`config.mk`:
```
export PLATFORM = sky130hd
export DESIGN_NAME = apuf_switch_chain
export DESIGN_NICKNAME = d
export VERILOG_FILES = /design/src/rtl/apuf_switch_chain.sv
export SDC_FILE = /design/constraint.sdc
export NUM_CORES = 1
export LEC_CHECK = 0
export ABC_AREA = 0
export ABC_CLOCK_PERIOD_IN_PS = 1900
export BUFFER_PORTS_ARGS = -buffer_cell sky130_fd_sc_hd__buf_2
export CORE_UTILIZATION = 25
export DETAILED_ROUTE_END_ITERATION = 7
export HOLD_SLACK_MARGIN = 0.02
export PLACE_DENSITY = 0.41
export SLEW_MARGIN = 5
export SYNTH_ARGS = -nofsm -noshare
export SYNTH_HDL_FRONTEND = slang
export SYNTH_SLANG_ARGS = --single-unit
```
`constraint.sdc`:
```
create_clock -name clk -period 1.9 [get_ports clk]
set_clock_uncertainty 0.1 [all_clocks]
set_input_delay 0.095 -clock clk [delete_from_list [all_inputs] [get_ports clk]]
set_output_delay 0.095 -clock clk [all_outputs]
set_load 0.01 [all_outputs]
```
`src/rtl/apuf_switch_chain.sv`:
```
// Arbiter-PUF style two-rail switch chain with a pipelined token path.
// A single token is launched on rail 0 and steered through N_STAGES
// challenge-controlled switches. The exit rail becomes one response bit.
// RESP_BITS evaluations run per accepted challenge. The challenge is
// advanced by an LFSR-style step after every capture. The packed response
// is returned over a valid/ready handshake.
module apuf_switch_chain #(
    parameter int N_STAGES  = 64,
    parameter int REG_EVERY = 1,
    parameter int RESP_BITS = 8
) (
    input  logic                 clk,
    input  logic                 rst_n,
    input  logic                 chl_valid,
    output logic                 chl_ready,
    input  logic [N_STAGES-1:0]  chl_data,
    output logic                 resp_valid,
    input  logic                 resp_ready,
    output logic [RESP_BITS-1:0] resp_data,
    output logic                 resp_err,
    output logic                 busy
);

    // Number of two-rail pipeline registers along the chain.
    localparam int L  = N_STAGES / REG_EVERY;
    localparam int WW = (L > 1) ? $clog2(L) : 1;
    localparam int EW = (RESP_BITS > 1) ? $clog2(RESP_BITS) : 1;

    localparam logic [WW-1:0] WAIT_LAST = WW'(L - 1);
    localparam logic [EW-1:0] EVAL_LAST = EW'(RESP_BITS - 1);

    if (N_STAGES % REG_EVERY != 0) begin : g_bad_param
        $error("apuf_switch_chain: N_STAGES must be a multiple of REG_EVERY");
    end

    typedef enum logic [1:0] {
        S_IDLE,
        S_LAUNCH,
        S_PROP,
        S_DONE
    } state_t;

    state_t                state;
    logic [N_STAGES-1:0]   chl_q;
    logic [EW-1:0]         eval_cnt;
    logic [WW-1:0]         wait_cnt;
    logic [RESP_BITS-1:0]  resp_q;
    logic                  err_q;

    logic [L-1:0]          rail0_q;
    logic [L-1:0]          rail1_q;
    logic [L-1:0]          seg_out0;
    logic [L-1:0]          seg_out1;

    // head*[s] feeds segment s. Index 0 is the launch point.
    // head*[L] is the output of the last register, which is where the token exits.
    logic [L:0]            head0;
    logic [L:0]            head1;
    logic [1:0]            exit_rails;
    logic                  launch;

    assign launch     = (state == S_LAUNCH);
    assign head0      = {rail0_q, launch};
    assign head1      = {rail1_q, 1'b0};
    assign exit_rails = {head1[L], head0[L]};

    assign resp_data  = resp_q;
    assign resp_err   = err_q;

    // Combinational switch stages between registers: straight when sel=0, crossed when sel=1.
    always_comb begin : chain_comb
        logic r0;
        logic r1;
        // NOTE: every variable written here gets a default first, so no path can infer a latch.
        seg_out0 = '0;
        seg_out1 = '0;
        r0       = 1'b0;
        r1       = 1'b0;
        for (int i = 0; i < N_STAGES; i++) begin
            if (i % REG_EVERY == 0) begin
                r0 = head0[i / REG_EVERY];
                r1 = head1[i / REG_EVERY];
            end
            if (chl_q[i]) begin
                {r0, r1} = {r1, r0};
            end
            if (i % REG_EVERY == REG_EVERY - 1) begin
                seg_out0[i / REG_EVERY] = r0;
                seg_out1[i / REG_EVERY] = r1;
            end
        end
    end

    // Two-rail pipeline registers after every REG_EVERY-th stage.
    always_ff @(posedge clk) begin
        // NOTE: sequential state uses non-blocking assignments only, so all flops update together at the edge.
        if (!rst_n) begin
            rail0_q <= '0;
            rail1_q <= '0;
        end else begin
            rail0_q <= seg_out0;
            rail1_q <= seg_out1;
        end
    end

    // Evaluation sequencer: accept, launch, wait L cycles, capture, repeat, hand off.
    always_ff @(posedge clk) begin
        if (!rst_n) begin
            state      <= S_IDLE;
            chl_q      <= '0;
            eval_cnt   <= '0;
            wait_cnt   <= '0;
            resp_q     <= '0;
            err_q      <= 1'b0;
            chl_ready  <= 1'b1;
            resp_valid <= 1'b0;
            busy       <= 1'b0;
        end else begin
            case (state)
                S_IDLE: begin
                    if (chl_valid) begin
                        chl_q     <= chl_data;
                        eval_cnt  <= '0;
                        err_q     <= 1'b0;
                        chl_ready <= 1'b0;
                        busy      <= 1'b1;
                        state     <= S_LAUNCH;
                    end
                end
                S_LAUNCH: begin
                    wait_cnt <= '0;
                    state    <= S_PROP;
                end
                S_PROP: begin
                    if (wait_cnt == WAIT_LAST) begin
                        // The token is at the last register output in this cycle.
                        resp_q[eval_cnt] <= exit_rails[1];
                        if (exit_rails[0] == exit_rails[1]) begin
                            err_q <= 1'b1;
                        end
                        chl_q    <= {chl_q[N_STAGES-2:0], chl_q[N_STAGES-1] ^ chl_q[0]};
                        eval_cnt <= eval_cnt + 1'b1;
                        if (eval_cnt == EVAL_LAST) begin
                            resp_valid <= 1'b1;
                            state      <= S_DONE;
                        end else begin
                            state <= S_LAUNCH;
                        end
                    end else begin
                        wait_cnt <= wait_cnt + 1'b1;
                    end
                end
                S_DONE: begin
                    if (resp_ready) begin
                        resp_valid <= 1'b0;
                        chl_ready  <= 1'b1;
                        busy       <= 1'b0;
                        state      <= S_IDLE;
                    end
                end
                default: begin
                    state <= S_IDLE;
                end
            endcase
        end
    end

endmodule

```
## Yosys cells after proc, flatten, opt, wreduce, memory -nomap -nowiden

Cells that the tools add are included.

| storage, ports and cells | value |
|---|---|
| output and inout port bits | 12 |
| word-level logic and storage cells | 200 |
| register bits | 215 |
| bits of input ports | 68 |

| cells by class | value |
|---|---|
| mux-type cells | 154 |
| order comparisons | 2 |
| add/subtract/negate cells | 2 |
| reduce and logical (&&, ||, !) cells | 15 |
| bitwise operators | 2 |
| eq/ne operators | 12 |

Operators by type and width:

| operator | count |
|---|---|
| $mux 1 | 135 |
| $mux 64 | 2 |
| $pmux 64 s2 | 1 |
| $ne 2x2->1 const B | 6 |
| $pmux 6 s2 | 1 |
| $reduce_and 3->1 | 3 |
| $bwmux 8 | 1 |
| $mux 2 | 4 |
| $pmux 1 s2 | 4 |
| $pmux 2 s4 | 1 |
| $reduce_and 4->1 | 2 |
| $reduce_bool 2->1 | 4 |
| $add 6x1->6 const B | 1 |
| $eq 6x6->1 const B | 1 |
| $mux 3 | 2 |
| $mux 6 | 1 |
| $pmux 3 s2 | 1 |
| $reduce_and 2->1 | 3 |
| $eq 2x2->1 const B | 2 |
| $lt 3x4->1 const B | 1 |
| $add 3x1->3 const B | 1 |
| $demux 1 s3 | 1 |
| $eq 3x3->1 const B | 1 |
| $ge 3x1->1 const B | 1 |
| 7 further kinds | 7 |

## Depth between registers and ports, before layout

| logic depth | value |
|---|---|
| word-level depth | 5 |
| depth in mapped cells | 7 |
| depth with buffers taken out | 5 |

## Least setup slack after synthesis

No wires, ideal clock.

| path | value |
|---|---|
| path type | reg-to-reg |
| from | register wait_cnt[0] |
| to | register resp_q[1] (netlist: resp_data[1]) |
| arrival | 1599 ps |
| library setup time | 72 ps |
| clock period less this slack | 1771 ps |
| path buffers | 0 |
| stages on the path, launching flop included | 6 |
| required time | 1728 ps |
| path slack | 129 ps |
| cell sequence | dfxtp_1 ha_1 nand3_2 or3_4 nor4b_4 mux2i_1 |

| on the way | value |
|---|---|
| word-level cells in the longest chain between the ends | 2 |

Ends and longest elaborated chain:

| what | line | text |
|---|---|---|
| start: declaration | 46 | `logic [WW-1:0] wait_cnt;` |
| start signal: assignment | 150 | `wait_cnt <= wait_cnt + 1'b1;` |
| $eq 6x6->1 | 135 | `if (wait_cnt == WAIT_LAST) begin` |
| $reduce_and 2->1 (no source line) | n/a |  |
| end signal: indexed assignment | 137 | `resp_q[eval_cnt] <= exit_rails[1];` |
| end: declaration | 47 | `logic [RESP_BITS-1:0] resp_q;` |

No other way between the ends.
A chain may end at the register's enable or synchronous reset.

## Final worst setup path

| path | value |
|---|---|
| from | register wait_cnt[1] |
| to | register resp_q[1] (netlist: resp_data[1]) |

Same word-level chain as after synthesis.

==> out/qor.csv <==
metric,value,unit
layout cells sized above 1,0.209,
type of the most critical hold path,in2reg,
via count,6499,
Ys Warns,0,
Synth Flop Type,dfxtp_1,
Finish-stage setup viols,0,
most frequent cells in the layout,"dfxtp_1, nor2_1, nand2_1, mux2i_1, buf_2",
Synth Register Bits,215,
FMAX,561,MHz
antenna-violating nets left,0,
RSZ-0062 raised after global routing,true,
Routability Congestion,0.699,
"Reg clk slew, reported paths",0.06,ns
crit path capture type,flop,
total die area,35300,µm²
Synth cell types,49,
Pre-antenna DRT Iters,4,
sequential element share of the synthesized area,0.498,
"Cell Area, Synth",8650,µm²
Max Cap Viol,0,
Leak,4.24,nW
Overall Global Routing Usage,0.108,
Max Slew Vio Count,0,
Synth Area per Inst,9.79,µm²
Critical R2R Capture,resp_data[1],
clk buf depth,3,
Worst EP arrival,2.12,ns
synthesis-to-finish area growth,30.0,%
Inserted Clock Buffers,26,
pwr/cell area,991,nW/µm²
# placed instances,1378,
worst-path maximum fanout,5,
Reg2Reg Depth,5,
I/O pin count,80,
DRC viols,0,
"area leader, netlist",dfxtp_1,
Max stage delay on crit path,0.46,ns
count of final hold-check violations,0,
worst r2r src,wait_cnt[1],
PortBufs,79,
Placed Instance Area,9640,µm²
HPWL Detailed,12100,µm
Worst EP required,2.24,ns
slowest CP cell,or3_4,
status,"finished, final reports clean",
CTS Sinks,215,
antenna violations before repair,0,
GR Overflow Total,0,
area share of the largest cell type after synthesis,0.498,
fin crit period,1.78,ns
final setup TNS,0,ns
crit path launch,wait_cnt[1],
post-route insts no fill,1494,
Root Driver,clkbuf_16,
last element of the critical path,resp_data[1],
Register-to-Register Setup Slack,0.12,ns
final period utilization,0.939,
DIE HEIGHT,188,µm
Total Power,11.1,mW
Core Rows,67,
"commonest non-fill, non-tap cell in the layout",dfxtp_1,
"worst slack, placed",0.0689,ns
Async SR Flop Fraction,0,
Worst-Skew Late Latency,0.52,ns
startpoint types,flop,
crit-path cells,"ha_2, nand3_2, or3_4, nor4b_4, mux2i_1",
# diodes,0,
Layout Nets,1097,
vias in the first global route,6370,
number of synthesized flops with an enable pin,0,
die width,188,µm
final instance area,11200,µm²
Initial Util,0.256,
Mapped Cells,883,
top post-synthesis cells by area,"dfxtp_1, mux2i_1, nor2_1",
Total Wirelength,19000,µm
Final WS setup,0.117,ns
Crit Path Class,reg2reg,
CTS tree,yes,
Synthesized Nets,954,
worst-margin pin slew,0.554,ns
number of vias per cell,4.35,
total core area,33800,µm²
first-pass GRT wire length,31800,µm
WL/cell,12.7,µm
pin count of the biggest net entering global routing,63,
VDD IR-drop max,0.626,mV
htree depth,1,
Slew HR,0.630,
Iter 0 DRT Violations,178,
cell families (layout without fill, tap and decap cells):
group	count (synthesis)	in the layout	synth area share
buffers and inverters	64	227	0.0365
AOI/OAI and AO/OA	97	97	0.123
and+or+nand+nor	369	369	0.183
muxes	134	134	0.155
adders and majority gates	3	3	0.00434
xor gates and xnor gates	1	1	0.00101
DFF	215	215	0.498
synth_stat cells, types with 2 or more instances:
cell,instances
a21oi_1,13
a22oi_1,3
a311oi_1,20
a311oi_2,45
and2_1,2
and3_1,2
buf_1,4
buf_2,8
buf_4,6
buf_6,4
clkbuf_1,36
dfxtp_1,215
ha_1,3
inv_1,3
mux2i_1,134
nand2_1,142
nand2b_1,2
nand3_1,4
nand3b_1,3
nand4b_1,2
nor2_1,181
nor2_2,10
nor2b_1,7
nor3_1,3
nor4b_4,2
o21ai_0,4
o22ai_1,2
o41ai_1,2
through the flow:
step,util,hold slack (ns)
floorplan,-,0.114
global placement,0.285,0.254
detailed placement,0.285,0.251
CTS,0.332,0.231
global route,0.333,0.282
finish,0.333,0.264
worst max-delay path: cells and delay by family, from the launching register on:
| kind | cells | cell delay, ns |
|---|---|---|
| adder cells (fa/ha/maj) | 1 | 0.20 |
| AND/OR/NAND/NOR | 3 | 0.86 |
| multiplexers | 1 | 0.19 |
| flip-flops | 1 | 0.35 |
cell type report:
cell class / count / area, µm²
sequential: 215 / 4310
clock buffer: 35 / 736
timing repair buffer: 175 / 1410
tap: 448 / 561
inverter: 4 / 20.0
clock inverter: 13 / 173
fill: 3470 / 22500
multi-input combinational: 604 / 4040
where the power goes:
part | internal, mW | switching, mW | total (mW) | leakage (nW)
Combinational | 0.543 | 0.535 | 1.08 | 2.04
Clock | 3.26 | 1.92 | 5.18 | 0.452
Sequential | 4.67 | 0.217 | 4.89 | 1.75
flip-flops by register name (all words and copies together) (netlist names):
signal	flops
busy	1
chl_q	64
chl_ready	1
eval_cnt	3
rail0_q	64
rail1_q	64
resp_data	8
resp_err	1
resp_valid	1
state	2
wait_cnt	6
timing repair:
action	CTS	global route
setup endpoints to repair	0	18
endpoints found under the hold margin	72	0
setup buffers	0	0
hold buffers	68	0
gates resized for setup	0	3
how the worst min path moves through the flow:
| stage | start | endpoint | slack [ns] | cells after the start |
|---|---|---|---|---|
| 2_1_floorplan | resp_ready | resp_valid | 0.11 | 1 |
| 3_3_place_gp | resp_ready | resp_valid | 0.25 | 2 |
| 3_5_place_dp | resp_ready | resp_valid | 0.25 | 2 |
| 4_1_cts | resp_ready | resp_valid | 0.23 | 3 |
| 5_1_grt | resp_ready | resp_valid | 0.28 | 3 |
| 6_report | resp_ready | resp_valid | 0.26 | 3 |
layer usage:
metal | wire length (µm) | vias to the layer above | track usage
met4 | 427 | 0 | 0.0278
met1 | 9560 | 3047 | 0.146
met3 | 574 | 28 | 0.0182
li1 | - | 3341 | -
met5 | 0 | - | 0
met2 | 8440 | 83 | 0.176
Note: power is estimated with default switching activity, not from simulation.
